File: src/rtl/mc_pkg.sv
// Shared types and field encodings for the multicycle ARM bus controller.
package mc_pkg;

  typedef enum logic [3:0] {
    FETCH,
    DECODE,
    MEMADR,
    MEMRD,
    MEMWB,
    MEMWR,
    EXECUTER,
    EXECUTEI,
    ALUWB,
    BRANCH,
    HALT
  } state_t;

  localparam logic [2:0] ALU_ADD = 3'd0;
  localparam logic [2:0] ALU_SUB = 3'd1;
  localparam logic [2:0] ALU_AND = 3'd2;
  localparam logic [2:0] ALU_ORR = 3'd3;
  localparam logic [2:0] ALU_EOR = 3'd4;

  localparam logic [3:0] CMD_AND = 4'b0000;
  localparam logic [3:0] CMD_EOR = 4'b0001;
  localparam logic [3:0] CMD_SUB = 4'b0010;
  localparam logic [3:0] CMD_ADD = 4'b0100;
  localparam logic [3:0] CMD_TST = 4'b1000;
  localparam logic [3:0] CMD_CMP = 4'b1010;
  localparam logic [3:0] CMD_ORR = 4'b1100;

  localparam logic [3:0] COND_EQ = 4'b0000;
  localparam logic [3:0] COND_NE = 4'b0001;
  localparam logic [3:0] COND_CS = 4'b0010;
  localparam logic [3:0] COND_CC = 4'b0011;
  localparam logic [3:0] COND_MI = 4'b0100;
  localparam logic [3:0] COND_PL = 4'b0101;
  localparam logic [3:0] COND_VS = 4'b0110;
  localparam logic [3:0] COND_VC = 4'b0111;
  localparam logic [3:0] COND_HI = 4'b1000;
  localparam logic [3:0] COND_LS = 4'b1001;
  localparam logic [3:0] COND_GE = 4'b1010;
  localparam logic [3:0] COND_LT = 4'b1011;
  localparam logic [3:0] COND_GT = 4'b1100;
  localparam logic [3:0] COND_LE = 4'b1101;
  localparam logic [3:0] COND_AL = 4'b1110;

  localparam logic [1:0] OP_DP  = 2'b00;
  localparam logic [1:0] OP_MEM = 2'b01;
  localparam logic [1:0] OP_BR  = 2'b10;

  // Compare-style ops set flags but never write a register.
  function automatic logic isCompare(input logic [3:0] cmd);
    return (cmd == CMD_CMP) || (cmd == CMD_TST);
  endfunction

endpackage

File: src/rtl/mc_bus_controller_if.sv
// Controller <-> datapath/memory-bus signal bundle; master is the controller side.
interface mc_bus_controller_if #(
  parameter int ALUCTRL_W = 3
);
  logic [19:0]          Instr;
  logic [3:0]           ALUFlags;
  logic                 MemReady;
  logic                 MemReq;
  logic                 PCWrite;
  logic                 MemWrite;
  logic                 RegWrite;
  logic                 IRWrite;
  logic                 AdrSrc;
  logic                 ALUSrcA;
  logic [1:0]           RegSrc;
  logic [1:0]           ALUSrcB;
  logic [1:0]           ResultSrc;
  logic [1:0]           ImmSrc;
  logic [ALUCTRL_W-1:0] ALUControl;
  logic                 BusErr;

  modport master (
    input  Instr, ALUFlags, MemReady,
    output MemReq, PCWrite, MemWrite, RegWrite, IRWrite, AdrSrc, ALUSrcA,
           RegSrc, ALUSrcB, ResultSrc, ImmSrc, ALUControl, BusErr
  );

  modport slave (
    output Instr, ALUFlags, MemReady,
    input  MemReq, PCWrite, MemWrite, RegWrite, IRWrite, AdrSrc, ALUSrcA,
           RegSrc, ALUSrcB, ResultSrc, ImmSrc, ALUControl, BusErr
  );
endinterface

File: src/rtl/mc_condcheck.sv
// Combinational ARM condition-code evaluator; flags are {N,Z,C,V}, code 1111 is never.
module mc_condcheck
  import mc_pkg::*;
(
  input  logic [3:0] cond,
  input  logic [3:0] flags,
  output logic       condEx
);
  logic n, z, c, v;

  assign {n, z, c, v} = flags;

  always_comb begin
    condEx = 1'b0;
    unique case (cond)
      COND_EQ: condEx = z;
      COND_NE: condEx = !z;
      COND_CS: condEx = c;
      COND_CC: condEx = !c;
      COND_MI: condEx = n;
      COND_PL: condEx = !n;
      COND_VS: condEx = v;
      COND_VC: condEx = !v;
      COND_HI: condEx = c && !z;
      COND_LS: condEx = !c || z;
      COND_GE: condEx = (n == v);
      COND_LT: condEx = (n != v);
      COND_GT: condEx = !z && (n == v);
      COND_LE: condEx = z || (n != v);
      COND_AL: condEx = 1'b1;
      default: condEx = 1'b0;
    endcase
  end
endmodule

File: src/rtl/mc_bus_controller.sv
// Multicycle ARM control unit with a ready-handshake memory bus and CMP/TST support.
// Optional MC_BUS_TIMEOUT_EN adds a bus wait-state watchdog that halts with a sticky BusErr.
module mc_bus_controller
  import mc_pkg::*;
#(
  parameter int ALUCTRL_W   = 3,
  parameter int TIMEOUT_CYC = 15
) (
  input  logic          clk,
  input  logic          reset,
  mc_bus_controller_if.master bus
);
  state_t     state, nextState;
  logic [3:0] flags;
  logic       condExR;
  logic       condEx;
  logic       busReq;

  logic [3:0] cond;
  logic [1:0] op;
  logic       immBit;
  logic [3:0] cmd;
  logic       sBit;
  logic       rdIsPc;

  assign cond   = bus.Instr[19:16];
  assign op     = bus.Instr[15:14];
  assign immBit = bus.Instr[13];
  assign cmd    = bus.Instr[12:9];
  assign sBit   = bus.Instr[8];
  assign rdIsPc = (bus.Instr[3:0] == 4'hF);

  mc_condcheck u_condcheck (
    .cond   (cond),
    .flags  (flags),
    .condEx (condEx)
  );

  // Data-processing decode: ALU op, support (EOR needs the wider control), flag scope.
  logic [2:0] dpAluOp;
  logic       dpSupported;
  logic       dpWritesCV;
  logic       dpCompare;

  always_comb begin
    dpAluOp     = ALU_ADD;
    dpSupported = 1'b1;
    dpWritesCV  = 1'b0;
    unique case (cmd)
      CMD_ADD: begin dpAluOp = ALU_ADD; dpWritesCV = 1'b1; end
      CMD_SUB: begin dpAluOp = ALU_SUB; dpWritesCV = 1'b1; end
      CMD_CMP: begin dpAluOp = ALU_SUB; dpWritesCV = 1'b1; end
      CMD_AND: dpAluOp = ALU_AND;
      CMD_TST: dpAluOp = ALU_AND;
      CMD_ORR: dpAluOp = ALU_ORR;
      CMD_EOR: begin
        if (ALUCTRL_W >= 3) dpAluOp = ALU_EOR;
        else dpSupported = 1'b0;
      end
      default: dpSupported = 1'b0;
    endcase
    if (!dpSupported) dpAluOp = ALU_ADD;
  end

  assign dpCompare = isCompare(cmd);
  assign busReq    = (state == FETCH) || (state == MEMRD) || (state == MEMWR);

`ifdef MC_BUS_TIMEOUT_EN
  localparam int CNT_W = $clog2(TIMEOUT_CYC + 1);
  logic [CNT_W-1:0] waitCnt;
  logic             busErr;
  logic             timeoutHit;

  assign timeoutHit = busReq && !bus.MemReady && (waitCnt == CNT_W'(TIMEOUT_CYC - 1));

  // Consecutive stalled request cycles; any ready or idle cycle restarts the count.
  always_ff @(posedge clk) begin
    if (reset) begin
      waitCnt <= '0;
      busErr  <= 1'b0;
    end else begin
      if (busReq && !bus.MemReady && !timeoutHit) waitCnt <= waitCnt + CNT_W'(1);
      else waitCnt <= '0;
      if (timeoutHit) busErr <= 1'b1;
    end
  end
`endif

  always_ff @(posedge clk) begin
    if (reset) begin
      state   <= FETCH;
      flags   <= 4'b0000;
      condExR <= 1'b0;
    end else begin
      state <= nextState;
      if (state == DECODE) condExR <= condEx;
      if ((state == EXECUTER || state == EXECUTEI) && condExR && dpSupported &&
          (sBit || dpCompare)) begin
        flags[3:2] <= bus.ALUFlags[3:2];
        if (dpWritesCV) flags[1:0] <= bus.ALUFlags[1:0];
      end
    end
  end

  always_comb begin
    nextState = state;
    unique case (state)
      FETCH:    if (bus.MemReady) nextState = DECODE;
      DECODE: begin
        unique case (op)
          OP_MEM:  nextState = MEMADR;
          OP_DP:   nextState = immBit ? EXECUTEI : EXECUTER;
          OP_BR:   nextState = BRANCH;
          default: nextState = FETCH;
        endcase
      end
      MEMADR: begin
        if (!condExR)  nextState = FETCH;
        else if (sBit) nextState = MEMRD;
        else           nextState = MEMWR;
      end
      MEMRD:    if (bus.MemReady) nextState = MEMWB;
      MEMWB:    nextState = FETCH;
      MEMWR:    if (bus.MemReady) nextState = FETCH;
      EXECUTER: nextState = ALUWB;
      EXECUTEI: nextState = ALUWB;
      ALUWB:    nextState = FETCH;
      BRANCH:   nextState = FETCH;
`ifdef MC_BUS_TIMEOUT_EN
      HALT:     nextState = HALT;
`endif
      default:  nextState = FETCH;
    endcase
`ifdef MC_BUS_TIMEOUT_EN
    if (timeoutHit) nextState = HALT;
`endif
  end

  // Selects are Moore; enables are additionally forced low during reset.
  logic [2:0] aluOp;

  always_comb begin
    bus.MemReq    = busReq;
    bus.PCWrite   = 1'b0;
    bus.MemWrite  = 1'b0;
    bus.RegWrite  = 1'b0;
    bus.IRWrite   = 1'b0;
    bus.AdrSrc    = 1'b0;
    bus.ALUSrcA   = 1'b0;
    bus.ALUSrcB   = 2'b00;
    bus.ResultSrc = 2'b00;
    aluOp         = ALU_ADD;
    bus.RegSrc    = {(op == OP_MEM), (op == OP_BR)};
    bus.ImmSrc    = op;
`ifdef MC_BUS_TIMEOUT_EN
    bus.BusErr    = busErr;
`else
    bus.BusErr    = 1'b0;
`endif
    unique case (state)
      FETCH: begin
        bus.ALUSrcA   = 1'b1;
        bus.ALUSrcB   = 2'b10;
        bus.ResultSrc = 2'b10;
        bus.IRWrite   = bus.MemReady;
        bus.PCWrite   = bus.MemReady;
      end
      DECODE: begin
        bus.ALUSrcA   = 1'b1;
        bus.ALUSrcB   = 2'b10;
        bus.ResultSrc = 2'b10;
      end
      MEMADR:   bus.ALUSrcB = 2'b01;
      MEMRD:    bus.AdrSrc  = 1'b1;
      MEMWB: begin
        bus.ResultSrc = 2'b01;
        bus.RegWrite  = 1'b1;
        bus.PCWrite   = rdIsPc;
      end
      MEMWR: begin
        bus.AdrSrc   = 1'b1;
        bus.MemWrite = 1'b1;
      end
      EXECUTER: aluOp = dpAluOp;
      EXECUTEI: begin
        bus.ALUSrcB = 2'b01;
        aluOp       = dpAluOp;
      end
      ALUWB: begin
        bus.RegWrite = condExR && !dpCompare && dpSupported;
        bus.PCWrite  = condExR && !dpCompare && dpSupported && rdIsPc;
      end
      BRANCH: begin
        bus.ALUSrcB   = 2'b01;
        bus.ResultSrc = 2'b10;
        bus.PCWrite   = condExR;
      end
      default: bus.MemReq = 1'b0;
    endcase
    if (reset) begin
      bus.PCWrite  = 1'b0;
      bus.MemWrite = 1'b0;
      bus.RegWrite = 1'b0;
      bus.IRWrite  = 1'b0;
    end
    bus.ALUControl = aluOp[ALUCTRL_W-1:0];
  end

endmodule

File: src/flat_wrapper.sv
// flat-port wrapper written by rule: the top's interface ports become plain ports
module mc_bus_controller_flat import mc_pkg::*;
#(
  parameter int ALUCTRL_W   = 3,
  parameter int TIMEOUT_CYC = 15
)
  (clk, reset, bus_Instr, bus_ALUFlags, bus_MemReady, bus_MemReq, bus_PCWrite, bus_MemWrite, bus_RegWrite, bus_IRWrite, bus_AdrSrc, bus_ALUSrcA, bus_RegSrc, bus_ALUSrcB, bus_ResultSrc, bus_ImmSrc, bus_ALUControl, bus_BusErr);
  mc_bus_controller_if #(.ALUCTRL_W(ALUCTRL_W)) bus_i ();
  input  logic clk;
  input  logic reset;
  input wire logic [$bits(bus_i.Instr)-1:0] bus_Instr;
  input wire logic [$bits(bus_i.ALUFlags)-1:0] bus_ALUFlags;
  input wire logic [$bits(bus_i.MemReady)-1:0] bus_MemReady;
  output wire logic [$bits(bus_i.MemReq)-1:0] bus_MemReq;
  output wire logic [$bits(bus_i.PCWrite)-1:0] bus_PCWrite;
  output wire logic [$bits(bus_i.MemWrite)-1:0] bus_MemWrite;
  output wire logic [$bits(bus_i.RegWrite)-1:0] bus_RegWrite;
  output wire logic [$bits(bus_i.IRWrite)-1:0] bus_IRWrite;
  output wire logic [$bits(bus_i.AdrSrc)-1:0] bus_AdrSrc;
  output wire logic [$bits(bus_i.ALUSrcA)-1:0] bus_ALUSrcA;
  output wire logic [$bits(bus_i.RegSrc)-1:0] bus_RegSrc;
  output wire logic [$bits(bus_i.ALUSrcB)-1:0] bus_ALUSrcB;
  output wire logic [$bits(bus_i.ResultSrc)-1:0] bus_ResultSrc;
  output wire logic [$bits(bus_i.ImmSrc)-1:0] bus_ImmSrc;
  output wire logic [$bits(bus_i.ALUControl)-1:0] bus_ALUControl;
  output wire logic [$bits(bus_i.BusErr)-1:0] bus_BusErr;
  assign bus_i.Instr = bus_Instr;
  assign bus_i.ALUFlags = bus_ALUFlags;
  assign bus_i.MemReady = bus_MemReady;
  assign bus_MemReq = bus_i.MemReq;
  assign bus_PCWrite = bus_i.PCWrite;
  assign bus_MemWrite = bus_i.MemWrite;
  assign bus_RegWrite = bus_i.RegWrite;
  assign bus_IRWrite = bus_i.IRWrite;
  assign bus_AdrSrc = bus_i.AdrSrc;
  assign bus_ALUSrcA = bus_i.ALUSrcA;
  assign bus_RegSrc = bus_i.RegSrc;
  assign bus_ALUSrcB = bus_i.ALUSrcB;
  assign bus_ResultSrc = bus_i.ResultSrc;
  assign bus_ImmSrc = bus_i.ImmSrc;
  assign bus_ALUControl = bus_i.ALUControl;
  assign bus_BusErr = bus_i.BusErr;
  mc_bus_controller #(.ALUCTRL_W(ALUCTRL_W), .TIMEOUT_CYC(TIMEOUT_CYC)) u_core (.clk(clk), .reset(reset), .bus(bus_i));
endmodule
File: config.mk
export PLATFORM = sky130hd
export DESIGN_NAME = mc_bus_controller_flat
export DESIGN_NICKNAME = d
export VERILOG_FILES = /design/src/rtl/mc_pkg.sv /design/src/rtl/mc_bus_controller_if.sv /design/src/rtl/mc_condcheck.sv /design/src/rtl/mc_bus_controller.sv /design/src/flat_wrapper.sv
export SDC_FILE = /design/constraint.sdc
export NUM_CORES = 1
export LEC_CHECK = 0
export ABC_AREA = 1
export CORE_MARGIN = 1.5
export CORE_UTILIZATION = 25
export DETAILED_ROUTE_END_ITERATION = 10
export PLACE_DENSITY_LB_ADDON = 0.1
export SETUP_SLACK_MARGIN = 0.15
export SLEW_MARGIN = 20
export SYNTH_ARGS = -nofsm -noshare
export SYNTH_HDL_FRONTEND = slang
export SYNTH_HIERARCHICAL = 1
export SYNTH_SLANG_ARGS = --single-unit
File: constraint.sdc
create_clock -name clk -period 4.85 [get_ports clk]
set_clock_uncertainty 0.05 [all_clocks]
set_input_delay 1.455 -clock clk [delete_from_list [all_inputs] [get_ports clk]]
set_output_delay 1.455 -clock clk [all_outputs]
set_load 0.005 [all_outputs]
==> results of run 1 <==
-- power breakdown --
group / internal [mW] / total, mW / switching [mW] / leakage [nW]
combinational: 0.0545 / 0.108 / 0.0535 / 0.609
sequential: 0.0783 / 0.0865 / 0.00825 / 0.0731
clock: 0.0573 / 0.0878 / 0.0304 / 0.0228
-- final timing paths --
check / startpoint / endpoint / depth (start not counted)
hold reg to reg: u_core/flags[2] / u_core/flags[2] / 2
setup / recovery: bus_MemReady / bus_PCWrite / 6
hold / removal: u_core/flags[2] / u_core/flags[2] / 2
setup reg to reg: u_core/state[1] / u_core/flags[0] / 5
-- repair_timing --
item                       in CTS  in global routing
setup buffers                   0                  1
setup endpoints to repair       0                  2
gates resized for setup         0                  7
-- tightest hold or removal path, delay by kind of cell (launching register included) --
| kind | cells | cell delay [ns] |
|---|---|---|
| DFF | 1 | 0.34 |
| and+or+nand+nor | 1 | 0.08 |
| AOI/OAI and AO/OA | 1 | 0.05 |
-- logic make-up after synthesis --
family                 count (synthesis)  synth area share
other                                  1          0.003668
flip-flops                             9            0.1763
AND/OR/NAND/NOR                      120            0.5655
buffers and inverters                 33            0.1432
AO/OA/AOI/OAI                         21            0.1114
-- registers in the layout, indices dropped and copies added, names as in the netlist --
signal / cells
u_core/flags: 4
u_core/state: 4
u_core/condExR: 1
-- per-layer routing --
| layer | track usage | vias up |
|---|---|---|
| li1 | - | 670 |
| met1 | 0.1774 | 541 |
| met2 | 0.2413 | 39 |
| met3 | 0.03209 | 4 |
| met4 | 0.03316 | 0 |
| met5 | 0 | - |
-- per-stage QoR --
step | hold WS, ns | std cells | worst slack [ns] | total power [mW]
floorplan | 0.4221 | 184 | 1.204 | 0.1427
global placement | 0.4682 | 271 | 0.1698 | 0.1967
detailed placement | 0.4665 | 271 | 0.1767 | 0.1948
CTS | 0.4733 | 275 | 0.1748 | 0.2855
global route | 0.5093 | 276 | 0.3602 | 0.3022
finish | 0.4717 | 276 | 0.4546 | 0.2823
-- Yosys cell counts, drive strengths merged --
master | instances | area share
o21ai | 6 | 0.029
o211ai | 1 | 0.0073
conb | 1 | 0.0037
nand3 | 22 | 0.12
a21oi | 12 | 0.059
o21a | 1 | 0.0073
o221ai | 1 | 0.0086
buf | 5 | 0.040
nor3b | 1 | 0.0073
inv | 24 | 0.088
nor3 | 1 | 0.0049
nor2 | 35 | 0.17
nor4 | 1 | 0.0061
nand2 | 53 | 0.21
clkinv | 4 | 0.015
nand3b | 1 | 0.0073
nand4 | 6 | 0.043
dfxtp | 9 | 0.18
-- area by class of cell --
| type | count | area (sq um) |
|---|---|---|
| clock buffer | 4 | 45.04 |
| fill | 463 | 2440 |
| inverter | 28 | 105.1 |
| multi-input combinational | 142 | 705.7 |
| sequential | 9 | 180.2 |
| tap | 50 | 62.56 |
| timing repair buffer | 43 | 432.9 |
==> out/metrics.cfg, run 1 <==
[setup_path]
cp_num_buf_inv = 2
cp_data_arrival_time_ns = 2.89
critPathMaxFanout = 4
worstSetupStartpointType = input pin
path_common_cell = clkdlybuf4s50_1
cp_data_required_time_ns = 3.35
critPathSlowestCell = clkdlybuf4s50_1
end_kind = primary output
rrSetupSlack_ns = 3.40
cpPeakStageDelay_ns = 0.53
path_cells = clkdlybuf4s50_1 -> nand3_1 -> o21ai_1 -> nor2_1 -> a21oi_1 -> clkdlybuf4s50_1
cp_top_family = buffers and inverters
worstSetupPathType = in -> out

[yosys]
ys_seq_elements = 9
synth_nets = 211
yosysWarnings = 6
netlist_instances = 184
synth_area_sq_um = 1022
synth.distinct_cells = 27
synth_seq_area_share = 0.1763
syn_avg_cell_area_sq_um = 5.556

[floorplanning]
initial_core_util = 0.2574
die_y_um = 66.95
die_w_um = 66.95
dieArea_sq_um = 4482
num_io_pins = 46
row_count = 23
coreArea_sq_um = 3971

[sta]
rsz0062_at_grt = false
setup_viol = 0
hold_viol = 0
post-route-min-period_ns = 4.395
finalSetupTns_ns = 0
slew_violations = 0
period_share = 0.9063
fmax_mhz = 227.5

[clock_network]
cts_tree = yes
hold_buffers = 0
htree_levels = 1
cts_root_buf = clkbuf_8
clock_sinks = 9
clkTransAtPathRegs_ns = 0.04
max-clock-path-buffers = 2
clock_latency_ns = 0.23
cts-buffers-inserted = 3

[job]
cap_violations = 0

[drt]
wire_per_inst_um = 10.55
detail-route-antenna-nets = 0
drt-pass1-iter-count = 4
drt-total-wl_um = 2913
drcViolationCount = 0
drt-vias-per-instance = 4.543
routed.top_layer = met4
num_vias = 1254
wl_met2_um = 1288
drt-initial-drc-count = 81
wl_met3_um = 178
drt-met1-wl_um = 1416

[finish]
drive_above_1_share = 0.1239
fin_util = 0.3856
stdcell_area_sq_um = 1531
area_growth_pct = 49.82
most-common-layout-cells = nand2_1 (48), clkdlybuf4s50_1 (36), nor2_1 (27), inv_1 (19), nand3_1 (19)
num-nets-final = 254
layout_commonest_cell = nand2_1
n_antenna_cell = 0

[power_and_ir_drop]
power.density_nw_per_um2 = 184.3
max-vdd-ir-drop_mv = 0.1232
p_leak_nw = 0.7052

[hold_path]
hp-class = reg -> reg

[placement]
hpwl_um = 2338
placed_cell_area_sq_um = 1459
io_buffer_count = 40
gp_congestion = 0.8154

[grt]
grt_max_degree = 10
grt_pass1_wl_um = 4892
grt_pass1_vias = 1159
grt_overflow = 0
antenna_found_initial = 0
track_usage = 0.1408

[outcome]
status = completed

Power figures use the tool's default switching activity.
==> run 2: changes to the inputs <==
SLEW_MARGIN = 40   (was 20)
==> results of run 2 <==
No change in the layout: final DEF, timing and power equal those of run 1.
==> run 3: changes to the inputs <==
MAX_ROUTING_LAYER = met4   (was unset)
==> run 3 against run 2 <==
Setup slack barely moved. Clock power hardly changed. Global-route usage increased by 0.37 points. Cell count unchanged. Largest cell class unchanged.
==> out/metrics.cfg, run 3 (synthesis results as in run 1) <==
[power_and_ir_drop]
intPower_uw = 190.1
p_switching_uw = 92.11
power.density_nw_per_um2 = 184.3
pwr-share-seq = 0.307
clock_power_share = 0.311
combinationalPowerShare = 0.383
max-vdd-ir-drop_mv = 0.1232
switching_share = 0.3264
p_leak_nw = 0.7052

[placement]
hpwl_um = 2338
placed_cell_area_sq_um = 1459
gp_congestion = 0.8275
io_buffer_count = 40

[setup_path]
path_cells = clkdlybuf4s50_1 -> nand3_1 -> o21ai_1 -> nor2_1 -> a21oi_1 -> clkdlybuf4s50_1
end_kind = primary output
worstSetupPathType = in -> out
cpPeakStageDelay_ns = 0.53
path_common_cell = clkdlybuf4s50_1
cp_data_required_time_ns = 3.35
critPathSlowestCell = clkdlybuf4s50_1
cp_data_arrival_time_ns = 2.89
rrSetupSlack_ns = 3.40
worstSetupStartpointType = input pin
critPathMaxFanout = 4

[hold_path]
hp-class = reg -> reg

[clock_network]
cts_root_buf = clkbuf_8
htree_levels = 1
cts_tree = yes
clock_sinks = 9
max-clock-path-buffers = 2
clkTransAtPathRegs_ns = 0.04
clock_latency_ns = 0.23
cts-buffers-inserted = 3

[drt]
drt-pass1-iter-count = 4
num_vias = 1258
wire_per_inst_um = 10.55
drt-vias-per-instance = 4.558
detail-route-antenna-nets = 0
drt-total-wl_um = 2913
drcViolationCount = 0
drt-initial-drc-count = 86

[finish]
n_antenna_cell = 0
reg_top3 = u_core/flags (4), u_core/state (4), u_core/condExR (1)
most-common-layout-cells = nand2_1 (48), clkdlybuf4s50_1 (36), nor2_1 (27), inv_1 (19), nand3_1 (19)
multi_input_area_sq_um = 705.7
layout_commonest_cell = nand2_1
area_growth_pct = 49.82
stdcell_area_sq_um = 1531
nFillCells = 463
seq_area_sq_um = 180.2
num-nets-final = 254
drive_above_1_share = 0.1239

[sta]
period_share = 0.9063
setup_viol = 0
finalSetupTns_ns = 0
hold_viol = 0
holdWs_ns = 0.4717
rsz0062_at_grt = false
slew_violations = 0
fmax_mhz = 227.5
post-route-min-period_ns = 4.396

[outcome]
status = completed

[job]
cap_violations = 0

[floorplanning]
row_count = 23
initial_core_util = 0.2574
die_y_um = 66.95
coreArea_sq_um = 3971
num_io_pins = 46
die_w_um = 66.95
dieArea_sq_um = 4482

[grt]
grt_max_degree = 10
grt_overflow = 0
antenna_found_initial = 0
grt_pass1_wl_um = 4892
grt_pass1_vias = 1158
track_usage = 0.1445

==> run 3: critical path, delay by kind of cell <==
family	cells	cell delay (ns)
buffers and inverters	2	1.04
AO/OA/AOI/OAI	2	0.22
AND/OR/NAND/NOR	2	0.17
==> run 3: per-stage QoR <==
step / cells / power, mW / util / worst slack, ns
5_1_grt: 276 / 0.3022 / 0.3856 / 0.3602
6_report: 276 / 0.2822 / 0.3856 / 0.4545
4_1_cts: 275 / 0.2855 / 0.3787 / 0.1748
3_5_place_dp: 271 / 0.1948 / 0.3674 / 0.1767
2_1_floorplan: 184 / 0.1427 / - / 1.204
3_3_place_gp: 271 / 0.1967 / 0.3674 / 0.1698
==> run 3: final timing paths <==
kind,start,to,cells after the start
hold / removal,u_core/flags[2],u_core/flags[2],2
setup / recovery,bus_MemReady,bus_PCWrite,6
hold reg to reg,u_core/flags[2],u_core/flags[2],2
setup reg to reg,u_core/state[1],u_core/flags[0],5
==> run 3: power groups by stage <==
stage	sequential (mW)	combinational (mW)	clock, mW
after CTS	0.0862	0.108	0.0912
after floorplan	0.0842	0.0585	0
after detailed placement	0.0876	0.107	0
after global routing	0.0869	0.122	0.0936
after global placement	0.0879	0.109	0
final	0.0865	0.108	0.0877
==> run 3: cell type report <==
| cell class | instances | share of cell area |
|---|---|---|
| multi-input cells | 142 | 0.4608 |
| repair buffers | 43 | 0.2827 |
| flip-flops and latches | 9 | 0.1176 |
| inverters | 28 | 0.06863 |
| well taps | 50 | 0.04085 |
| clock buffers | 4 | 0.02941 |
==> run 3: repair_timing <==
action | 4_1_cts | 5_1_grt
hold buffers | 0 | 0
endpoints found under the setup margin | 0 | 2
gates resized for setup | 0 | 7
setup buffers | 0 | 1
==> run 3: metal layers <==
metal  up-vias  track usage  wire length, um  share of wire
li1        670            -                -              -
met1       543       0.1774             1414           0.49
met2        39       0.2413             1286           0.44
met3         6      0.03209              178          0.061
met4         0      0.03316               34          0.012
met5         -            -                0              0
